--- src/rtl/bcd_display_scanner_pkg.sv ---
// -----------------------------------------------------------------------------
// bcd_display_scanner_pkg
// Shared constants for the multiplexed seven-segment display scanner:
//   - scan FSM state encoding (s_BLANK / s_ON)
//   - active-high seven-segment patterns, bit order {g,f,e,d,c,b,a}
//   - small elaboration-time helper for sizing counters
// -----------------------------------------------------------------------------
package bcd_display_scanner_pkg;

    // Scan FSM: each digit slot is a dark gap followed by the lit period.
    typedef enum logic {
        s_BLANK = 1'b0,
        s_ON    = 1'b1
    } scan_state_t;

    // Active-high segment patterns, {g,f,e,d,c,b,a}.
    localparam logic [6:0] SEG_0    = 7'b0111111;
    localparam logic [6:0] SEG_1    = 7'b0000110;
    localparam logic [6:0] SEG_2    = 7'b1011011;
    localparam logic [6:0] SEG_3    = 7'b1001111;
    localparam logic [6:0] SEG_4    = 7'b1100110;
    localparam logic [6:0] SEG_5    = 7'b1101101;
    localparam logic [6:0] SEG_6    = 7'b1111101;
    localparam logic [6:0] SEG_7    = 7'b0000111;
    localparam logic [6:0] SEG_8    = 7'b1111111;
    localparam logic [6:0] SEG_9    = 7'b1101111;
    // Non-decimal codes (10-15) render as a dash: segment g only.
    localparam logic [6:0] SEG_DASH = 7'b1000000;
    localparam logic [6:0] SEG_OFF  = 7'b0000000;

    // Larger of two integers, used to size the shared slot counter.
    function automatic int max_int(input int a, input int b);
        return (a > b) ? a : b;
    endfunction

endpackage

--- src/rtl/bcd_display_scanner_decode.sv ---
// -----------------------------------------------------------------------------
// seven_seg_decode
// Purely combinational BCD-to-seven-segment decoder.
//   code     : 4-bit digit code; 0-9 decode normally, 10-15 show a dash
//   segments : active-high segments {g,f,e,d,c,b,a}
// Output polarity for the board is applied by the caller.
// -----------------------------------------------------------------------------
module seven_seg_decode
    import bcd_display_scanner_pkg::*;
(
    input  logic [3:0] code,
    output logic [6:0] segments
);

    always_comb begin
        segments = SEG_DASH;
        case (code)
            4'd0:    segments = SEG_0;
            4'd1:    segments = SEG_1;
            4'd2:    segments = SEG_2;
            4'd3:    segments = SEG_3;
            4'd4:    segments = SEG_4;
            4'd5:    segments = SEG_5;
            4'd6:    segments = SEG_6;
            4'd7:    segments = SEG_7;
            4'd8:    segments = SEG_8;
            4'd9:    segments = SEG_9;
            default: segments = SEG_DASH;
        endcase
    end

endmodule

--- src/rtl/bcd_display_scanner.sv ---
// -----------------------------------------------------------------------------
// bcd_display_scanner
// Time-multiplexed driver for DIGITS seven-segment digits. Each digit gets a
// slot made of BLANK_CYCLES clocks with everything dark (suppresses ghosting
// while anodes switch) followed by ON_CYCLES clocks with only that digit lit.
//
// Parameters
//   DIGITS       number of digits scanned
//   ON_CYCLES    lit clocks per digit slot
//   BLANK_CYCLES dark clocks between slots
//   ACTIVE_LOW   1 = segment, DP and anode outputs are active-low
//
// Ports
//   i_Clock          system clock, rising edge
//   i_Reset          synchronous active-high reset
//   i_BCD            packed BCD value, digit 0 (rightmost) in [3:0]
//   i_DV             one-cycle strobe qualifying i_BCD / i_DP
//   i_Blank_Leading  1 = leading zeros are dark (sampled live)
//   i_DP             per-digit decimal-point enables
//   o_Segments       {g,f,e,d,c,b,a}, registered
//   o_DP             decimal-point segment, registered
//   o_Anode          digit enables, registered, at most one active
//   o_Frame          one-cycle pulse following the wrap from the last digit
//
// New values land in a shadow register and only move to the display register
// at the frame wrap, so a single frame never mixes old and new digits.
// -----------------------------------------------------------------------------
module bcd_display_scanner
    import bcd_display_scanner_pkg::*;
#(
    parameter int DIGITS       = 4,
    parameter int ON_CYCLES    = 50000,
    parameter int BLANK_CYCLES = 500,
    parameter int ACTIVE_LOW   = 1
) (
    input  logic                  i_Clock,
    input  logic                  i_Reset,
    input  logic [DIGITS*4-1:0]   i_BCD,
    input  logic                  i_DV,
    input  logic                  i_Blank_Leading,
    input  logic [DIGITS-1:0]     i_DP,
    output logic [6:0]            o_Segments,
    output logic                  o_DP,
    output logic [DIGITS-1:0]     o_Anode,
    output logic                  o_Frame
);

    // -------------------------------------------------------------------------
    // Sizing and polarity constants
    // -------------------------------------------------------------------------
    localparam int CNT_W = $clog2(max_int(ON_CYCLES, BLANK_CYCLES) + 1);
    localparam int IDX_W = (DIGITS > 1) ? $clog2(DIGITS) : 1;

    localparam logic [CNT_W-1:0] ON_LAST    = CNT_W'(ON_CYCLES - 1);
    localparam logic [CNT_W-1:0] BLANK_LAST = CNT_W'(BLANK_CYCLES - 1);
    localparam logic [IDX_W-1:0] IDX_LAST   = IDX_W'(DIGITS - 1);

    // XOR masks that convert active-high internal values to board polarity.
    // Applied to an all-zero value they also give the "inactive" level.
    localparam bit                INV        = (ACTIVE_LOW != 0);
    localparam logic [6:0]        SEG_POL    = {7{INV}};
    localparam logic [DIGITS-1:0] ANODE_POL  = {DIGITS{INV}};
    localparam logic              DP_POL     = INV;

    // -------------------------------------------------------------------------
    // State
    // -------------------------------------------------------------------------
    scan_state_t              state_reg;
    logic [CNT_W-1:0]         cnt_reg;
    logic [IDX_W-1:0]         idx_reg;

    logic [DIGITS*4-1:0]      shadow_bcd_reg;
    logic [DIGITS-1:0]        shadow_dp_reg;
    logic [DIGITS*4-1:0]      disp_bcd_reg;
    logic [DIGITS-1:0]        disp_dp_reg;

    logic [6:0]               seg_reg;
    logic                     dp_reg;
    logic [DIGITS-1:0]        anode_reg;
    logic                     frame_reg;

    // -------------------------------------------------------------------------
    // Combinational helpers
    // -------------------------------------------------------------------------
    logic                     slot_done;
    logic                     wrap;
    logic [3:0]               digit_code [DIGITS];
    logic [DIGITS-1:0]        dark_vec;
    logic [DIGITS-1:0]        anode_onehot;
    logic [3:0]               sel_code;
    logic [6:0]               sel_seg;
    logic                     sel_dark;
    logic                     sel_dp;

    assign slot_done = (state_reg == s_BLANK) ? (cnt_reg == BLANK_LAST)
                                              : (cnt_reg == ON_LAST);

    // Last clock of the last digit's lit period: the scan returns to digit 0.
    assign wrap = (state_reg == s_ON) && (cnt_reg == ON_LAST) && (idx_reg == IDX_LAST);

    genvar gi;
    generate
        for (gi = 0; gi < DIGITS; gi++) begin : g_digit
            assign digit_code[gi]   = disp_bcd_reg[gi*4 +: 4];
            assign anode_onehot[gi] = (idx_reg == IDX_W'(gi));

            // A digit is dark when it and every more-significant digit are
            // zero. Digit 0 always shows, so a value of zero reads "0".
            if (gi == 0) begin : g_lsd
                assign dark_vec[gi] = 1'b0;
            end else begin : g_upper
                assign dark_vec[gi] = i_Blank_Leading &&
                                      (disp_bcd_reg[DIGITS*4-1:gi*4] == '0);
            end
        end
    endgenerate

    assign sel_code = digit_code[idx_reg];
    assign sel_dark = dark_vec[idx_reg];
    assign sel_dp   = disp_dp_reg[idx_reg];

    seven_seg_decode u_decode (
        .code     (sel_code),
        .segments (sel_seg)
    );

    // -------------------------------------------------------------------------
    // Scan FSM, value registers and registered outputs
    // -------------------------------------------------------------------------
    always_ff @(posedge i_Clock) begin
        if (i_Reset) begin
            state_reg      <= s_BLANK;
            cnt_reg        <= '0;
            idx_reg        <= '0;
            shadow_bcd_reg <= '0;
            shadow_dp_reg  <= '0;
            disp_bcd_reg   <= '0;
            disp_dp_reg    <= '0;
            seg_reg        <= SEG_POL;
            dp_reg         <= DP_POL;
            anode_reg      <= ANODE_POL;
            frame_reg      <= 1'b0;
        end else begin
            // Outputs follow the current state/index one clock later.
            frame_reg <= wrap;
            if (state_reg == s_ON) begin
                anode_reg <= anode_onehot ^ ANODE_POL;
                seg_reg   <= (sel_dark ? SEG_OFF : sel_seg) ^ SEG_POL;
                // DP is independent of leading blanking.
                dp_reg    <= sel_dp ^ DP_POL;
            end else begin
                anode_reg <= ANODE_POL;
                seg_reg   <= SEG_POL;
                dp_reg    <= DP_POL;
            end

            case (state_reg)
                s_BLANK: begin
                    if (slot_done) begin
                        state_reg <= s_ON;
                        cnt_reg   <= '0;
                    end else begin
                        cnt_reg <= cnt_reg + 1'b1;
                    end
                end
                s_ON: begin
                    if (slot_done) begin
                        state_reg <= s_BLANK;
                        cnt_reg   <= '0;
                        idx_reg   <= (idx_reg == IDX_LAST) ? '0 : idx_reg + 1'b1;
                    end else begin
                        cnt_reg <= cnt_reg + 1'b1;
                    end
                end
                default: begin
                    state_reg <= s_BLANK;
                    cnt_reg   <= '0;
                end
            endcase

            // Latest strobe wins in the shadow.
            if (i_DV) begin
                shadow_bcd_reg <= i_BCD;
                shadow_dp_reg  <= i_DP;
            end

            // A strobe coincident with the wrap bypasses the shadow so it is
            // not delayed by a whole extra frame.
            if (wrap) begin
                disp_bcd_reg <= i_DV ? i_BCD : shadow_bcd_reg;
                disp_dp_reg  <= i_DV ? i_DP  : shadow_dp_reg;
            end
        end
    end

    assign o_Segments = seg_reg;
    assign o_DP       = dp_reg;
    assign o_Anode    = anode_reg;
    assign o_Frame    = frame_reg;

endmodule

--- config.mk ---
export PLATFORM = sky130hd
export DESIGN_NAME = bcd_display_scanner
export DESIGN_NICKNAME = d
export VERILOG_FILES = /design/src/rtl/bcd_display_scanner_pkg.sv /design/src/rtl/bcd_display_scanner_decode.sv /design/src/rtl/bcd_display_scanner.sv
export SDC_FILE = /design/constraint.sdc
export NUM_CORES = 1
export LEC_CHECK = 0
export ABC_AREA = 1
export BUFFER_PORTS_ARGS = -buffer_cell sky130_fd_sc_hd__buf_2
export CAP_MARGIN = 30
export CELL_PAD_IN_SITES_DETAIL_PLACEMENT = 0
export CELL_PAD_IN_SITES_GLOBAL_PLACEMENT = 2
export CORE_ASPECT_RATIO = 1.75
export CORE_MARGIN = 1.5
export CORE_UTILIZATION = 33
export DETAILED_ROUTE_END_ITERATION = 8
export PLACE_DENSITY_LB_ADDON = 0.3
export SETUP_SLACK_MARGIN = 0.1
export SLEW_MARGIN = 20
export SYNTH_ARGS = -nofsm -noshare
export SYNTH_HDL_FRONTEND = slang
export SYNTH_HIERARCHICAL = 1
export SYNTH_SLANG_ARGS = --single-unit
export TNS_END_PERCENT = 10
--- constraint.sdc ---
create_clock -name i_Clock -period 2.4 [get_ports i_Clock]
set_clock_uncertainty 0.2 [all_clocks]
set_input_delay 0 -clock i_Clock [delete_from_list [all_inputs] [get_ports i_Clock]]
set_output_delay 0 -clock i_Clock [all_outputs]
set_load 0.005 [all_outputs]
==> results of run 1 <==
==> logic make-up after synthesis <==
group | count (synthesis) | share of synthesized area
flip-flops | 72 | 0.422
AO/OA/AOI/OAI | 43 | 0.0656
adder cells (fa/ha/maj) | 11 | 0.0403
XOR/XNOR | 10 | 0.0257
AND/OR/NAND/NOR | 250 | 0.332
buffers and inverters | 99 | 0.114
==> power groups by stage <==
stage | Combinational (W) | Sequential [W] | Clock, W
finish | 0.000172 | 0.00123 | 0.00130
global route | 0.000196 | 0.00123 | 0.00139
detailed placement | 0.000117 | 0.00126 | 0
CTS | 0.000174 | 0.00123 | 0.00135
global placement | 0.000114 | 0.00126 | 0
floorplan | 0.0000781 | 0.00126 | 0
==> final cells by class <==
| cell class | count | share of cell area |
|---|---|---|
| Multi-Input combinational cell | 314 | 0.358 |
| Sequential cell | 72 | 0.326 |
| Timing Repair Buffer | 84 | 0.146 |
| Inverter | 81 | 0.0688 |
| Clock buffer | 11 | 0.0549 |
| Tap cell | 127 | 0.0360 |
| Clock inverter | 4 | 0.0102 |
==> repair_timing <==
| item | in CTS | in global routing |
|---|---|---|
| endpoints found under the hold margin | 42 | 0 |
| hold buffers | 41 | 0 |
| setup endpoints to repair | 0 | 0 |
==> critical path: stages, from the launching register on <==
cell and delay (ns):
dfxtp_1 0.38, inv_1 0.24, o21ai_0 0.13, o22ai_1 0.25, inv_1 0.16, ha_1 0.30, nand2_1 0.06, nand2_1 0.09
nand2_1 0.05, nand2_1 0.05, nand3_1 0.07
==> cell usage after synthesis <==
library cell	instances	area (um^2)
nand2_4	1	11.3
xnor2_1	2	17.5
a211oi_1	1	7.51
or2_0	1	6.26
nor2_2	3	18.8
inv_1	78	293
buf_6	1	11.3
xor2_1	8	70.1
nand4_1	26	163
nand3_4	1	17.5
nand3_1	32	160
nand2_1	103	387
nand3_2	4	40.0
clkbuf_1	11	41.3
o21ai_0	34	170
o211ai_1	1	7.51
nor2_1	70	263
ha_1	11	138
nor2_4	1	11.3
buf_1	2	7.51
dfxtp_1	72	1440
buf_4	2	15.0
nand2_2	1	6.26
nor2_8	1	20.0
buf_2	2	10.0
inv_2	3	11.3
o22ai_1	3	18.8
nor3_1	6	30.0
a21oi_1	4	20.0
==> per-stage QoR <==
| stage | setup slack [ns] | total power (W) |
|---|---|---|
| 6_report | 0.292 | 0.00270 |
| 3_5_place_dp | 0.282 | 0.00137 |
| 2_1_floorplan | 0.328 | 0.00133 |
| 4_1_cts | 0.274 | 0.00275 |
| 3_3_place_gp | 0.365 | 0.00137 |
| 5_1_grt | 0.102 | 0.00282 |
==> metal layers <==
| layer | routed length [um] | GRT usage | vias up |
|---|---|---|---|
| li1 | - | - | 1680 |
| met1 | 3480 | 0.181 | 1410 |
| met2 | 4430 | 0.295 | 37 |
| met3 | 177 | 0.0318 | 7 |
| met4 | 138 | 0.0776 | 0 |
| met5 | 0 | 0 | - |
==> worst paths after layout <==
kind	start	endpoint	slack [ns]	depth (start not counted)
worst max-delay path	idx_reg[1]	o_Segments[3]	0.29	10
worst min-delay path	i_Blank_Leading	o_Segments[1]	0.06	5
worst max register to register	idx_reg[1]	o_Segments[3]	0.29	10
worst min register to register	cnt_reg[0]	cnt_reg[0]	0.26	1
==> flow_metrics.tcl, run 1 <==
set metrics [dict create \
    outcome "finished clean" \
    netlist_instances 485 \
    cap_violations 0 \
    post-route-period-util 0.878 \
    yosys_warnings 6 \
    holdWs_ns 0.0616 \
    seqCellArea_um2 1440 \
    layout.nets 597 \
    multi_input_area_um2 1580 \
    hold_viol_final 0 \
    fin_area_um2 4420 \
    clkPwrFrac 0.481 \
    antenna_cells 0 \
    synth_fp_nets 520 \
    syn_to_final_growth_pct 29.4 \
    power_density_nw_per_um2 612 \
    cts_tree "yes" \
    start_kind "flop" \
    drive_gt1_frac 0.127 \
    drtAntennaViolNets 0 \
    worstPathRequired_ns 2.40 \
    cts_setup_buffers 0 \
    grt.total_usage 0.164 \
    slew_headroom 0.590 \
    syn_area_per_cell_um2 7.04 \
    fillers 1127 \
    wl_per_cell_um 11.9 \
    antenna_found_initial 0 \
    clkSinkCount 72 \
    drtPass1Iterations 4 \
    die_x_um 79.9 \
    power.leakage_nw 2.07 \
    cts_resized 0 \
    setup_viol 0 \
    ys_seq_elements 72 \
    root_buffer "clkbuf_16" \
    fin_crit_ns 2.11 \
    grt_pass1_vias 2967 \
    p_seq_frac 0.456 \
    grt_max_degree 41 \
    cts_buffer_depth 2 \
    vias_per_cell 4.52 \
    cp_max_fo 9 \
    setup.worst_path.class "flop to flop" \
    yosysUniqueCellTypes 29 \
    fmax_ghz 0.474 \
    hold_class "primary input to flop" \
    combPwrFrac 0.064 \
    numPlacedInstances 637 \
    layout_common_cells "103 x nand2_1, 78 x inv_1, 72 x dfxtp_1" \
    finalNonFillerCells 693 \
    worst_pin_slew_ns 0.615 \
    num_rows 49 \
    die_area_um2 11000 \
    num_vias 3134 \
    layout_commonest_cell "nand2_1" \
    die_h_um 138 \
    clock_latency_ns 0.33 \
    rsz0062_at_grt "false" \
    post-route-util 0.434 \
    ys_seq_area_frac 0.422 \
    cts_max_level 3 \
    mappedNetlistArea_um2 3410 \
    p_int_w 0.00213 \
    clkTransAtPathRegs_ns 0.05 \
    drc 0 \
    switching_share 0.211 \
    cts_buffers 9 \
    initial_core_util 0.335 \
    grt_pass1_wl_um 13700 \
    port_buffers 36 \
    worstPathArrival_ns 2.11 \
    tns_ns 0 \
    power.switching_w 0.000571 \
    place_area_um2 3720 \
    gp_congestion 0.776 \
    coreArea_um2 10200 \
    setup.worst_path.end_class "flop" \
    peakVddDrop_mv 0.380 \
    io_pins 37 \
    drt_wl_total_um 8220 \
    slew_violations 0 \
    overflow 0 \
    hpwl_um 6030 \
    drtIter0Drc 108 \
]
No activity file was read; power rests on OpenSTA's default activity.
==> run 2: changes to the inputs <==
--- a/config.mk
+++ b/config.mk
@@ -14,7 +14,7 @@
 export CORE_MARGIN = 1.5
 export CORE_UTILIZATION = 33
 export DETAILED_ROUTE_END_ITERATION = 8
-export PLACE_DENSITY_LB_ADDON = 0.3
+export PLACE_DENSITY_LB_ADDON = 0.1
 export SETUP_SLACK_MARGIN = 0.1
 export SLEW_MARGIN = 20
 export SYNTH_ARGS = -nofsm -noshare
==> run 2 against run 1 <==
Global-route usage rose by 0.74 points. Combinational power barely moved. Die area did not move. First-iteration DRC count rose by 13%. Wire length rose by 4.1%. Cell area rose by 0.91%. Setup slack improved by 0.062 ns. Critical path type unchanged. Largest cell class unchanged.
==> flow_metrics.tcl, run 2 (synthesis gave the netlist of run 1 again) <==
set metrics [dict create \
    worstPathRequired_ns 2.41 \
    worstPathArrival_ns 2.05 \
    grt_pass1_vias 3074 \
    cp_max_fo 15 \
    layout_common_cells "103 x nand2_1, 77 x inv_1, 72 x dfxtp_1" \
    drive_gt1_frac 0.134 \
    setup_viol 0 \
    min_delay_path_depth 5 \
    hold_viol_final 0 \
    post-route-period-util 0.852 \
    power_density_nw_per_um2 640 \
    gp_congestion 0.815 \
    drtAntennaViolNets 0 \
    fin_crit_ns 2.05 \
    vias_per_cell 4.51 \
    power.total_w 0.00285 \
    fmax_ghz 0.489 \
    hold_class "primary input to flop" \
    worst_pin_slew_ns 0.622 \
    root_buffer "clkbuf_16" \
    min_from "i_Blank_Leading" \
    port_buffers 36 \
    rsz0062_at_grt "false" \
    clock_latency_ns 0.34 \
    r2r_start "idx_reg[0]" \
    cts_tree "yes" \
    peakVddDrop_mv 0.369 \
    layout_commonest_cell "nand2_1" \
    cts_max_level 3 \
    num_rows 49 \
    antenna_cells 0 \
    initial_core_util 0.335 \
    cts_setup_buffers 0 \
    cts_buffers 9 \
    die_area_um2 11000 \
    drt_wl_total_um 8560 \
    antenna_found_initial 0 \
    num_vias 3128 \
    grt_max_degree 41 \
    tns_ns 0 \
    clkTransAtPathRegs_ns 0.06 \
    start_kind "flop" \
    syn_to_final_growth_pct 30.6 \
    die_x_um 79.9 \
    io_pins 37 \
    r2r-end "o_Segments[3]" \
    r2r_slack_ns 0.35 \
    setup.worst_path.class "flop to flop" \
    slew_headroom 0.585 \
    r2r_cells 10 \
    cts_buffer_depth 2 \
    cp-startpoint "idx_reg[0]" \
    grt.total_usage 0.171 \
    power.leakage_nw 2.08 \
    slew_violations 0 \
    setup.worst_path.end_class "flop" \
    layout.nets 597 \
    wl_per_cell_um 12.3 \
    drtIter0Drc 122 \
    drc 0 \
    grt_pass1_wl_um 14300 \
    hpwl_um 6230 \
    die_h_um 138 \
    holdPathEnd "o_Segments[1]" \
    clkSinkCount 72 \
    cap_violations 0 \
    drtPass1Iterations 4 \
    outcome "finished clean" \
    coreArea_um2 10200 \
    overflow 0 \
]
-- run 2: final cells by class --
type	count	area, um^2
inverter	81	304
multi-input combinational	314	1590
tap	127	159
clock inverter	7	96.3
fill	1120	5720
timing repair buffer	84	643
clock buffer	9	225
sequential	72	1440
-- run 2: worst max-delay path by stage --
stage | to | slack [ns] | cells after the start
finish | o_Segments[3] | 0.35 | 10
global route | o_Segments[3] | 0.13 | 10
CTS | o_Segments[3] | 0.30 | 10
detailed placement | o_Segments[3] | 0.31 | 10
global placement | o_Segments[3] | 0.34 | 10
floorplan | o_Segments[3] | 0.33 | 11
-- run 2: what timing repair did --
| action | 4_1_cts | 5_1_grt |
|---|---|---|
| setup endpoints to repair | 0 | 1 |
| resized for setup | 0 | 2 |
| hold buffers | 41 | 0 |
| hold endpoints to repair | 42 | 0 |
-- run 2: power by group --
part	switching, W	internal, W	leakage, nW
combinational	0.0000841	0.0000888	1.35
sequential	0.00000860	0.00122	0.586
clock	0.000538	0.000909	0.148
total	0.000631	0.00222	2.08
-- run 2: critical path, cell delays in order (launching register included) --
cell and delay, ns:
dfxtp_1 0.34, buf_4 0.20, o21ai_0 0.09, o22ai_1 0.29
inv_1 0.16, ha_1 0.30, nand2_1 0.06, nand2_1 0.09
nand2_1 0.04, nand2_1 0.06, nand3_1 0.08
-- run 2: through the flow --
stage / worst slack (ns) / cells / area [um^2] / hold slack [ns] / util
after floorplan: 0.328 / 485 / 3410 / -0.131 / -
after global placement: 0.343 / 637 / 3720 / 0.156 / 0.366
after detailed placement: 0.305 / 637 / 3720 / 0.156 / 0.366
after CTS: 0.297 / 694 / 4450 / 0.0473 / 0.437
after global routing: 0.133 / 694 / 4460 / 0.139 / 0.438
final: 0.355 / 694 / 4460 / 0.0271 / 0.438
-- run 2: routing by layer --
metal / track usage / part of all wire / up-vias
li1: - / - / 1674
met1: 0.192 / 0.43 / 1394
met2: 0.300 / 0.52 / 43
met3: 0.0358 / 0.022 / 17
met4: 0.0881 / 0.032 / 0
met5: 0 / 0 / -
==> run 3: changes to the inputs <==
--- a/config.mk
+++ b/config.mk
@@ -15,6 +15,7 @@
 export CORE_UTILIZATION = 33
 export DETAILED_ROUTE_END_ITERATION = 8
 export PLACE_DENSITY_LB_ADDON = 0.1
+export REMOVE_ABC_BUFFERS = 1
 export SETUP_SLACK_MARGIN = 0.1
 export SLEW_MARGIN = 20
 export SYNTH_ARGS = -nofsm -noshare
==> run 3 against run 2 <==
Hold slack improved by 0.030 ns. Non-clock buffer count decreased by 1. Highest routed layer unchanged. Largest cell class unchanged. Global-route usage decreased by 0.68 points. Clock power shrank 9%. Combinational power is essentially flat.
==> flow_metrics.tcl, run 3 (synthesis gave the netlist of run 1 again) <==
set metrics [dict create \
    peakVddDrop_mv 0.334 \
    drtAntennaViolNets 0 \
    post-route-period-util 0.887 \
    hold_class "primary input to flop" \
    root_buffer "clkbuf_16" \
    overflow 0 \
    antenna_found_initial 0 \
    io_pins 37 \
    cts_resized 0 \
    start_kind "flop" \
    crit_top_cell "nand2_1" \
    power.leakage_nw 2.07 \
    tns_ns 0 \
    setup.worst_path.end_class "flop" \
    slowest_delay_ns 0.31 \
    drc 0 \
    drtPass1Iterations 4 \
    num_rows 49 \
    vias_per_cell 4.58 \
    fin_area_um2 4410 \
    port_buffers 36 \
    cts_buffers 9 \
    grt.total_usage 0.164 \
    grt_pass1_vias 2998 \
    layout_commonest_cell "nand2_1" \
    slew_violations 0 \
    met2_usage 0.317 \
    wl_per_cell_um 12.1 \
    outcome "finished clean" \
    fin_crit_ns 2.13 \
    cap_violations 0 \
    drt_wl_total_um 8370 \
    drtIter0Drc 135 \
    drive_gt1_frac 0.125 \
    worstPathRequired_ns 2.40 \
    worstPathArrival_ns 2.13 \
    die_h_um 138 \
    cts_tree "yes" \
    power_density_nw_per_um2 617 \
    layout_common_cells "103 x nand2_1, 78 x inv_1, 72 x dfxtp_1" \
    busiest_layer "met2" \
    clkSinkCount 72 \
    power.total_w 0.00272 \
    setup_viol 0 \
    clkTransAtPathRegs_ns 0.06 \
    gr-usage-met1 0.168 \
    hpwl_um 6070 \
    die_x_um 79.9 \
    cts_max_level 3 \
    initial_core_util 0.335 \
    layout.nets 596 \
    cts_setup_buffers 0 \
    hold_viol_final 0 \
    grt_pass1_wl_um 13800 \
    coreArea_um2 10200 \
    setup.worst_path.class "flop to flop" \
    place_area_um2 3710 \
    post-route-util 0.434 \
    antenna_cells 0 \
    path_buf_inv 2 \
    grt_max_degree 41 \
    die_area_um2 11000 \
    fillers 1130 \
    slew_headroom 0.584 \
    gp_congestion 0.800 \
    num_vias 3173 \
    grt_util_met3 0.0384 \
    cts_buffer_depth 2 \
    critPathTopFamily "buffers and inverters" \
    clock_latency_ns 0.33 \
    fmax_ghz 0.470 \
    cp_cell_sequence "inv_1 > o21ai_0 > o22ai_1 > inv_1 > ha_1 > nand2_1 > nand2_1 > nand2_1 > nand2_1 > nand3_1" \
    slowest_stage "dfxtp_1" \
    syn_to_final_growth_pct 29.3 \
    rsz0062_at_grt "false" \
    cp_max_fo 13 \
    worst_pin_slew_ns 0.624 \
]
==> run 3: area by class of cell <==
cell class	count	area, um^2	area share
tap	127	159	0.0360
clock buffer	11	233	0.0527
sequential	72	1440	0.327
inverter	81	304	0.0689
clock inverter	5	57.6	0.0130
multi-input combinational	314	1580	0.359
timing repair buffer	83	636	0.144
==> run 3: path summary, 6_finish.rpt <==
kind / start / to / slack [ns] / depth (start not counted)
worst max-delay path: idx_reg[0] / o_Segments[3] / 0.27 / 10
worst min-delay path: i_Blank_Leading / o_Segments[0] / 0.06 / 5
worst max register to register: idx_reg[0] / o_Segments[3] / 0.27 / 10
worst min register to register: disp_bcd_reg[3] / disp_bcd_reg[3] / 0.27 / 2
==> run 3: per-stage QoR <==
step / setup WS (ns) / std cells / hold slack [ns]
after detailed placement: 0.294 / 636 / 0.164
after global placement: 0.327 / 636 / 0.151
final: 0.272 / 693 / 0.0570
after global routing: 0.110 / 693 / 0.164
after CTS: 0.286 / 693 / 0.0574
after floorplan: 0.237 / 467 / -0.131
==> run 3: report_power, final <==
group | leakage (nW) | switching (W) | internal [W]
Clock | 0.143 | 0.000512 | 0.000805
Sequential | 0.586 | 0.00000863 | 0.00122
Combinational | 1.34 | 0.0000828 | 0.0000901
==> run 3: worst reg2reg max path: cells and delay by family (launching register included) <==
kind | cells | cell delay [ns]
buffers and inverters | 2 | 0.45
AOI/OAI and AO/OA | 2 | 0.43
DFF | 1 | 0.31
adders and majority gates | 1 | 0.31
and+or+nand+nor | 5 | 0.31
==> run 3: routing by layer <==
layer / wire, um / vias up / share of wire
met3: 240 / 8 / 0.029
met5: 0 / - / 0
li1: - / 1667 / -
met1: 3430 / 1464 / 0.41
met2: 4570 / 34 / 0.55
met4: 126 / 0 / 0.015
==> run 3: repair_timing <==
item                                    in CTS  in global routing
endpoints found under the setup margin       0                  0
hold buffers                                41                  0
endpoints found under the hold margin       42                  0
